===== config.mk =====
export PLATFORM = sky130hd
export DESIGN_NAME = ahb_sram_ctrl
export DESIGN_NICKNAME = d
export VERILOG_FILES = /design/src/rtl/ahb_sram_ctrl.sv
export SDC_FILE = /design/constraint.sdc
export NUM_CORES = 1
export LEC_CHECK = 0
export ABC_AREA = 1
export CORE_ASPECT_RATIO = 0.7
export CORE_UTILIZATION = 25
export DETAILED_ROUTE_END_ITERATION = 8
export GPL_ROUTABILITY_DRIVEN = 0
export PLACE_DENSITY = 0.88
export SYNTH_ARGS = -nofsm -noshare
export SYNTH_HDL_FRONTEND = slang
export SYNTH_SLANG_ARGS = --single-unit

===== constraint.sdc =====
create_clock -name hclk -period 1.2 [get_ports hclk]
set_clock_uncertainty 0.1 [all_clocks]
set_input_delay 0.24 -clock hclk [delete_from_list [all_inputs] [get_ports hclk]]
set_output_delay 0.24 -clock hclk [all_outputs]
set_load 0.01 [all_outputs]

===== src/rtl/ahb_sram_ctrl.sv =====
// AHB-Lite slave in front of a single-port synchronous SRAM: writes complete with zero wait,
// reads take one wait state, and illegal size/alignment gets the two-cycle ERROR response.
module ahb_sram_ctrl #(
  parameter int AW = 14
) (
  input  logic          hclk,
  input  logic          hresetn,
  input  logic          hsel,
  input  logic [31:0]   haddr,
  input  logic [1:0]    htrans,
  input  logic [1:0]    hsize,
  input  logic          hwrite,
  input  logic [31:0]   hwdata,
  input  logic          hready,
  output logic          hreadyout,
  output logic [1:0]    hresp,
  output logic [31:0]   hrdata,
  output logic          sram_cs,
  output logic          sram_we,
  output logic [3:0]    sram_be,
  output logic [AW-1:0] sram_addr,
  output logic [31:0]   sram_wdata,
  input  logic [31:0]   sram_rdata
);

  typedef enum logic [2:0] {
    S_IDLE,
    S_WR,
    S_RD1,
    S_RD2,
    S_ERR1,
    S_ERR2
  } state_t;

  state_t        state;
  state_t        state_nxt;
  logic [AW+1:0] addr_q;
  logic [1:0]    size_q;
  logic          write_q;

  logic          accept;
  logic          can_accept;
  logic          take;
  logic          illegal;
  logic [3:0]    be;
  logic          unused_bits;

  assign accept     = hsel && htrans[1] && hready;
  // RD1 and ERR1 hold the bus low, so no address phase can complete in them
  assign can_accept = (state != S_RD1) && (state != S_ERR1);
  assign take       = accept && can_accept;

  assign illegal = (hsize == 2'b11) ||
                   ((hsize == 2'b01) && haddr[0]) ||
                   ((hsize == 2'b10) && (haddr[1:0] != 2'b00));

  always_comb begin
    be = 4'b1111;
    case (size_q)
      2'b00:   be = 4'b0001 << addr_q[1:0];
      2'b01:   be = addr_q[1] ? 4'b1100 : 4'b0011;
      default: be = 4'b1111;
    endcase
  end

  always_comb begin
    state_nxt = state;
    hreadyout = 1'b1;
    hresp     = 2'b00;
    sram_cs   = 1'b0;
    case (state)
      S_WR:    sram_cs = 1'b1;
      S_RD1: begin
        sram_cs   = 1'b1;
        hreadyout = 1'b0;
      end
      S_ERR1: begin
        hreadyout = 1'b0;
        hresp     = 2'b01;
      end
      S_ERR2:  hresp = 2'b01;
      default: ;
    endcase

    case (state)
      S_RD1:  state_nxt = S_RD2;
      S_ERR1: state_nxt = S_ERR2;
      default: begin
        if (!take)        state_nxt = S_IDLE;
        else if (illegal) state_nxt = S_ERR1;
        else if (hwrite)  state_nxt = S_WR;
        else              state_nxt = S_RD1;
      end
    endcase
  end

  always_ff @(posedge hclk) begin
    if (!hresetn) begin
      state   <= S_IDLE;
      addr_q  <= '0;
      size_q  <= 2'b00;
      write_q <= 1'b0;
    end else begin
      state <= state_nxt;
      if (take) begin
        addr_q  <= haddr[AW+1:0];
        size_q  <= hsize;
        write_q <= hwrite;
      end
    end
  end

  assign sram_we    = sram_cs && write_q;
  assign sram_be    = sram_cs ? be : 4'b0000;
  assign sram_addr  = addr_q[AW+1:2];
  assign sram_wdata = hwdata;
  assign hrdata     = (state == S_RD2) ? sram_rdata : 32'h0;

  // Address bits above the SRAM span wrap; htrans[0] (SEQ vs NONSEQ) needs no distinction here
  assign unused_bits = &{1'b0, haddr[31:AW+2], htrans[0]};

endmodule


# After elaboration in Yosys (flattened, before gate mapping)
# Index checks and enable logic that the tools add are counted.
[classes]
shift = 1
eq_ne = 11
reduce_logical = 14
muxes = 11
[op_table]
columns = ["operator", "n"]
rows = [
  ["$mux W32", 1],
  ["$mux W4", 2],
  ["$pmux W4 S2", 1],
  ["$logic_and A1 B1 Y1", 7],
  ["$eq A3 B2 Y1 const B", 2],
  ["$eq A3 B3 Y1 const B", 2],
  ["$mux W3", 2],
  ["$pmux W3 S2", 1],
  ["$reduce_or A2 Y1", 3],
  ["$eq A2 B1 Y1 const B", 2],
  ["$eq A2 B2 Y1 const B", 2],
  ["$shl A1 B2 Y4 const A", 1],
  ["$eq A3 B1 Y1 const B", 1],
  ["$mux W1", 3],
  ["$ne A3 B2 Y1 const B", 1],
  ["$ne A3 B3 Y1 const B", 1],
  ["$logic_not A2 Y1", 1],
  ["$logic_or A1 B1 Y1", 2],
  ["$mux W2", 1],
  ["$reduce_bool A2 Y1", 1],
]
[word_totals]
out_inout_bits = 87
input_bits = 105
elab_cells = 41
reg_bits = 22

# Depth between registers and ports, before layout
[logic_depth]
word_depth = 7
mapped_depth = 10
mapped_depth_nobuf = 8

# Least setup slack after synthesis
# OpenSTA, ideal clock, no wires.
[synth_timing]
path_type = "register -> register"
start = "register state[0]"
end = "register addr_q[10]"
synth_period_minus_slack_ns = 1.304
setup_time_ns = 0.113
required_time_ns = 0.987
path_buffers = 2
t_arrival_ns = 1.091
path_stages_with_launch = 10
path_slack_ns = -0.104
cell_sequence = "dfxtp_1 -> inv_2 -> nand2_1 -> nand2_1 -> nand2_2 -> nand2_1 -> buf_6 -> buf_4 -> nor2_1 -> nor2_1"
[synth_via]
elab_chain_len = 3
word_cells_on_any_way = 4
cone_classes = "eq/ne: 2; reduce/logical: 2"
[synth_lines]
columns = ["element", "line_no", "rtl"]
rows = [
  ["start, declared", "35", "state_t state;"],
  ["start signal, assigned", "104", "state <= state_nxt;"],
  ["$ne A3 B2 Y1 / $ne A3 B3 Y1 (equally long branches)", "50", "assign can_accept = (state != S_RD1) && (state != S_ERR1);"],
  ["$logic_and A1 B1 Y1 (*)", "50", ""],
  ["$logic_and A1 B1 Y1 (*)", "51", "assign take = accept && can_accept;"],
  ["end signal, assigned", "106", "addr_q <= haddr[AW+1:0];"],
  ["end, declared", "37", "logic [AW+1:0] addr_q;"],
]
# Mark *: on every way between the ends. The rest lies on a longest branch, timed or not.
# A chain may end at the register's enable or synchronous reset.

# Worst setup path in the final report
[layout_timing]
start = "register state[1]"
end = "register write_q"
[layout_via]
elab_chain_len = 3
word_cells_on_any_way = 4
cone_classes = "eq/ne: 2; reduce/logical: 2"
[layout_lines]
columns = ["element", "line_no", "rtl"]
rows = [
  ["$ne A3 B2 Y1 / $ne A3 B3 Y1 (equally long branches)", "50", ""],
  ["$logic_and A1 B1 Y1 (*)", "50", ""],
  ["$logic_and A1 B1 Y1 (*)", "51", ""],
  ["end signal, assigned", "108", "write_q <= hwrite;"],
  ["end, declared", "39", "logic write_q;"],
]
# Marked as above.

==> impl_metrics.csv <==
group,metric,value,unit
finish,drive_gt1_share,45.77,%
logic_synthesis,yosys_warnings,0,
logic_synthesis,synth-seq-cells,22,
logic_synthesis,ys_types,15,
place,pre_cts_slack,-552.3,ps
logic_synthesis,synth_top_family_by_area,"buffers and inverters",
floorplanning,core_area,6306,um2
logic_synthesis,syn_inst,288,
sta,timing.final.crit_share,136.5,%
setup_path,start_kind,"flip-flop",
logic_synthesis,synthSimpleGateAreaFrac,31.02,%
cts,clk_pin_slew,80,ps
cts,clk_path_buf_depth,2,
global_route,grt_pass1_vias,1804,
setup_path,worst_ep_required_time,1290,ps
route,routedWlPerCell,11.57,um
logic_synthesis,synth_top_area_cell,"dfxtp_1",
route,first_iter_violations,35,
place,portBuffers,109,
logic_synthesis,synth_most_common_cell,"nor2_1",
cts,root_buffer,"clkbuf_8",
sta,finalCriticalPeriod,1637,ps
place,dp.cells,436,
power_and_ir_drop,power,1.917,mW
worst_hold_path,min_path_type,"input pin to output port",
logic_synthesis,synth_flop_cell,"dfxtp_1",
logic_synthesis,synth-xor-area-share,0,%
status,violations,"negative setup slack",
sta,hold_violations,0,
sta,setup_viol,62,
global_route,grt_max_degree,13,
sta,setup_slack,-437.4,ps
finish,stdcell_count,456,
sta,maxSlewViolCount,0,
cts,cts_tree,"yes",
logic_synthesis,synth_compound_area_share,3.321,%
global_route,antenna_found_initial,0,
route,first_pass_iters,4,
finish,fin_nets,484,
power_and_ir_drop,power.density,599.8,nW/um2
floorplanning,start_util,26.29,%
setup_path,cp-end-kind,"flip-flop",
setup_path,crit_path_max_fanout,7,
cts,cts_buffers,3,
cts,clock_sinks,22,
cts,clk-insertion-delay-late,260,ps
power_and_ir_drop,leakagePower,1.619,nW
place,hpwlAfterDp,3517,um
power_and_ir_drop,ir_worst_vdd,0.4687,mV
sta,holdWs,380.0,ps
status,run_status,"finished, violations left",
route,drcViolationCount,0,
logic_synthesis,synth-edff-count,0,
floorplanning,design.die.area,6966,um2
setup_path,worst-setup-path-type,"flip-flop to flip-flop",
logic_synthesis,yosysSeqAreaShare,26.57,%
logic_synthesis,yosysTopAreaCellShare,26.57,%
logic_synthesis,syn_area,1658,um2
global_route,overflow,0,
setup_path,critPathArrivalTime,1730,ps
sta,max_freq,610.7,MHz
finish,area_growth,92.75,%
global_route,grt_first_pass_wirelength,8362,um
logic_synthesis,async_reset_ff_share,0,%
logic_synthesis,synth.area.mux_share,0,%
logic_synthesis,synth_fa_ha_area_share,0,%
floorplanning,rows,24,
logic_synthesis,postSynthAreaPerCell,5.756,um2
route,post_drt_via_cell_ratio,4.090,
floorplanning,die_y,70.13,um
route,vias,1865,
sta,grt_setup_unrepaired,"true",
route,wl,5276,um
global_route,grt_usage,14.95,%
logic_synthesis,synthesis.nets,393,
logic_synthesis,synth_area_leaders,"dfxtp_1 27%, buf_4 22%, nor2_1 17%",
floorplanning,pin_count,192,
logic_synthesis,synthTopCellsByCount,"76 x nor2_1, 62 x inv_1, 54 x nand2_1",
route,ant_nets,0,
finish,num_antenna_cells,0,
floorplanning,die_w,99.33,um
cts,htree_levels,1,
job,cap_violations,0,
finish,fin_util,50.67,%
-- what timing repair did --
item                       in CTS  in global routing
gates resized for setup       225                 93
hold buffers                    0                  0
pin swaps                      11                 12
setup endpoints to repair      75                 76
buffers inserted                8                  3
cloned                          7                  0
-- through the flow --
step / instance area (um2) / setup TNS [ps]
3_3_place_gp: 2696 / -26810
4_1_cts: 3079 / -21990
2_1_floorplan: 1760 / -1167
6_report: 3196 / -20820
3_5_place_dp: 2696 / -27480
5_1_grt: 3196 / -25040
-- layout by cell type (no fill, tap or decap), drive strengths merged --
| master | instances |
|---|---|
| conb | 1 |
| o21ai | 6 |
| buf | 73 |
| clkbuf | 15 |
| dfxtp | 22 |
| inv | 63 |
| a21oi | 5 |
| nand2 | 55 |
| clkdlybuf4s15 | 3 |
| nor2 | 76 |
| clkdlybuf4s50 | 55 |
| nand3 | 4 |
-- worst max-delay path, stage by stage (launching register included) --
cell and delay (ps):
dfxtp_4 370, buf_4 140, buf_4 130, nand2_2 70, nand2_2 60, nand2_2 80
buf_6 130, nand2_8 110, buf_16 170, nand2_1 60, inv_1 50, nor2_1 110
-- kinds of logic (layout without fill, tap and decap cells) --
family | after synthesis | count (layout)
buffers and inverters | 119 | 209
AOI/OAI and AO/OA | 11 | 11
DFF | 22 | 22
and+or+nand+nor | 135 | 135
other | 1 | 1
-- where the power goes --
group          internal, mW  switching (mW)
Clock                 0.292           0.232
Combinational         0.339           0.264
Sequential            0.767          0.0230
Total                  1.40           0.519
-- state kept, by name (all words and copies together) (netlist names) --
name	flops
state	3
size_q	2
write_q	1
addr_q	16
-- routing by layer --
metal | GRT usage [%] | vias to the layer above | share of wire, %
met5 | 0 | - | 0
met4 | 4.085 | 0 | 1.6
met3 | 5.606 | 8 | 7.8
met2 | 25.85 | 73 | 50
met1 | 17.26 | 841 | 41
li1 | - | 943 | -
-- final cells by class --
| cell class | count | area (um2) |
|---|---|---|
| clock buffers | 4 | 55.05 |
| repair buffers | 142 | 1421 |
| fillers | 578 | 3110 |
| inverters | 63 | 239.0 |
| multi-input cells | 147 | 930.9 |
| well taps | 78 | 97.59 |
| flip-flops and latches | 22 | 451.7 |
-- path summary, 6_finish.rpt --
check	from	end	slack (ps)	cells past startpoint
max	state[1]$_SDFF_PN0_	write_q$_SDFFE_PN0P_	-440	11
min	hwdata[13]	sram_wdata[13]	380	0
max reg2reg	state[1]$_SDFF_PN0_	write_q$_SDFFE_PN0P_	-440	11
min reg2reg	addr_q[9]$_SDFFE_PN0P_	addr_q[9]$_SDFFE_PN0P_	420	4
(Power assumes the default switching activity.)
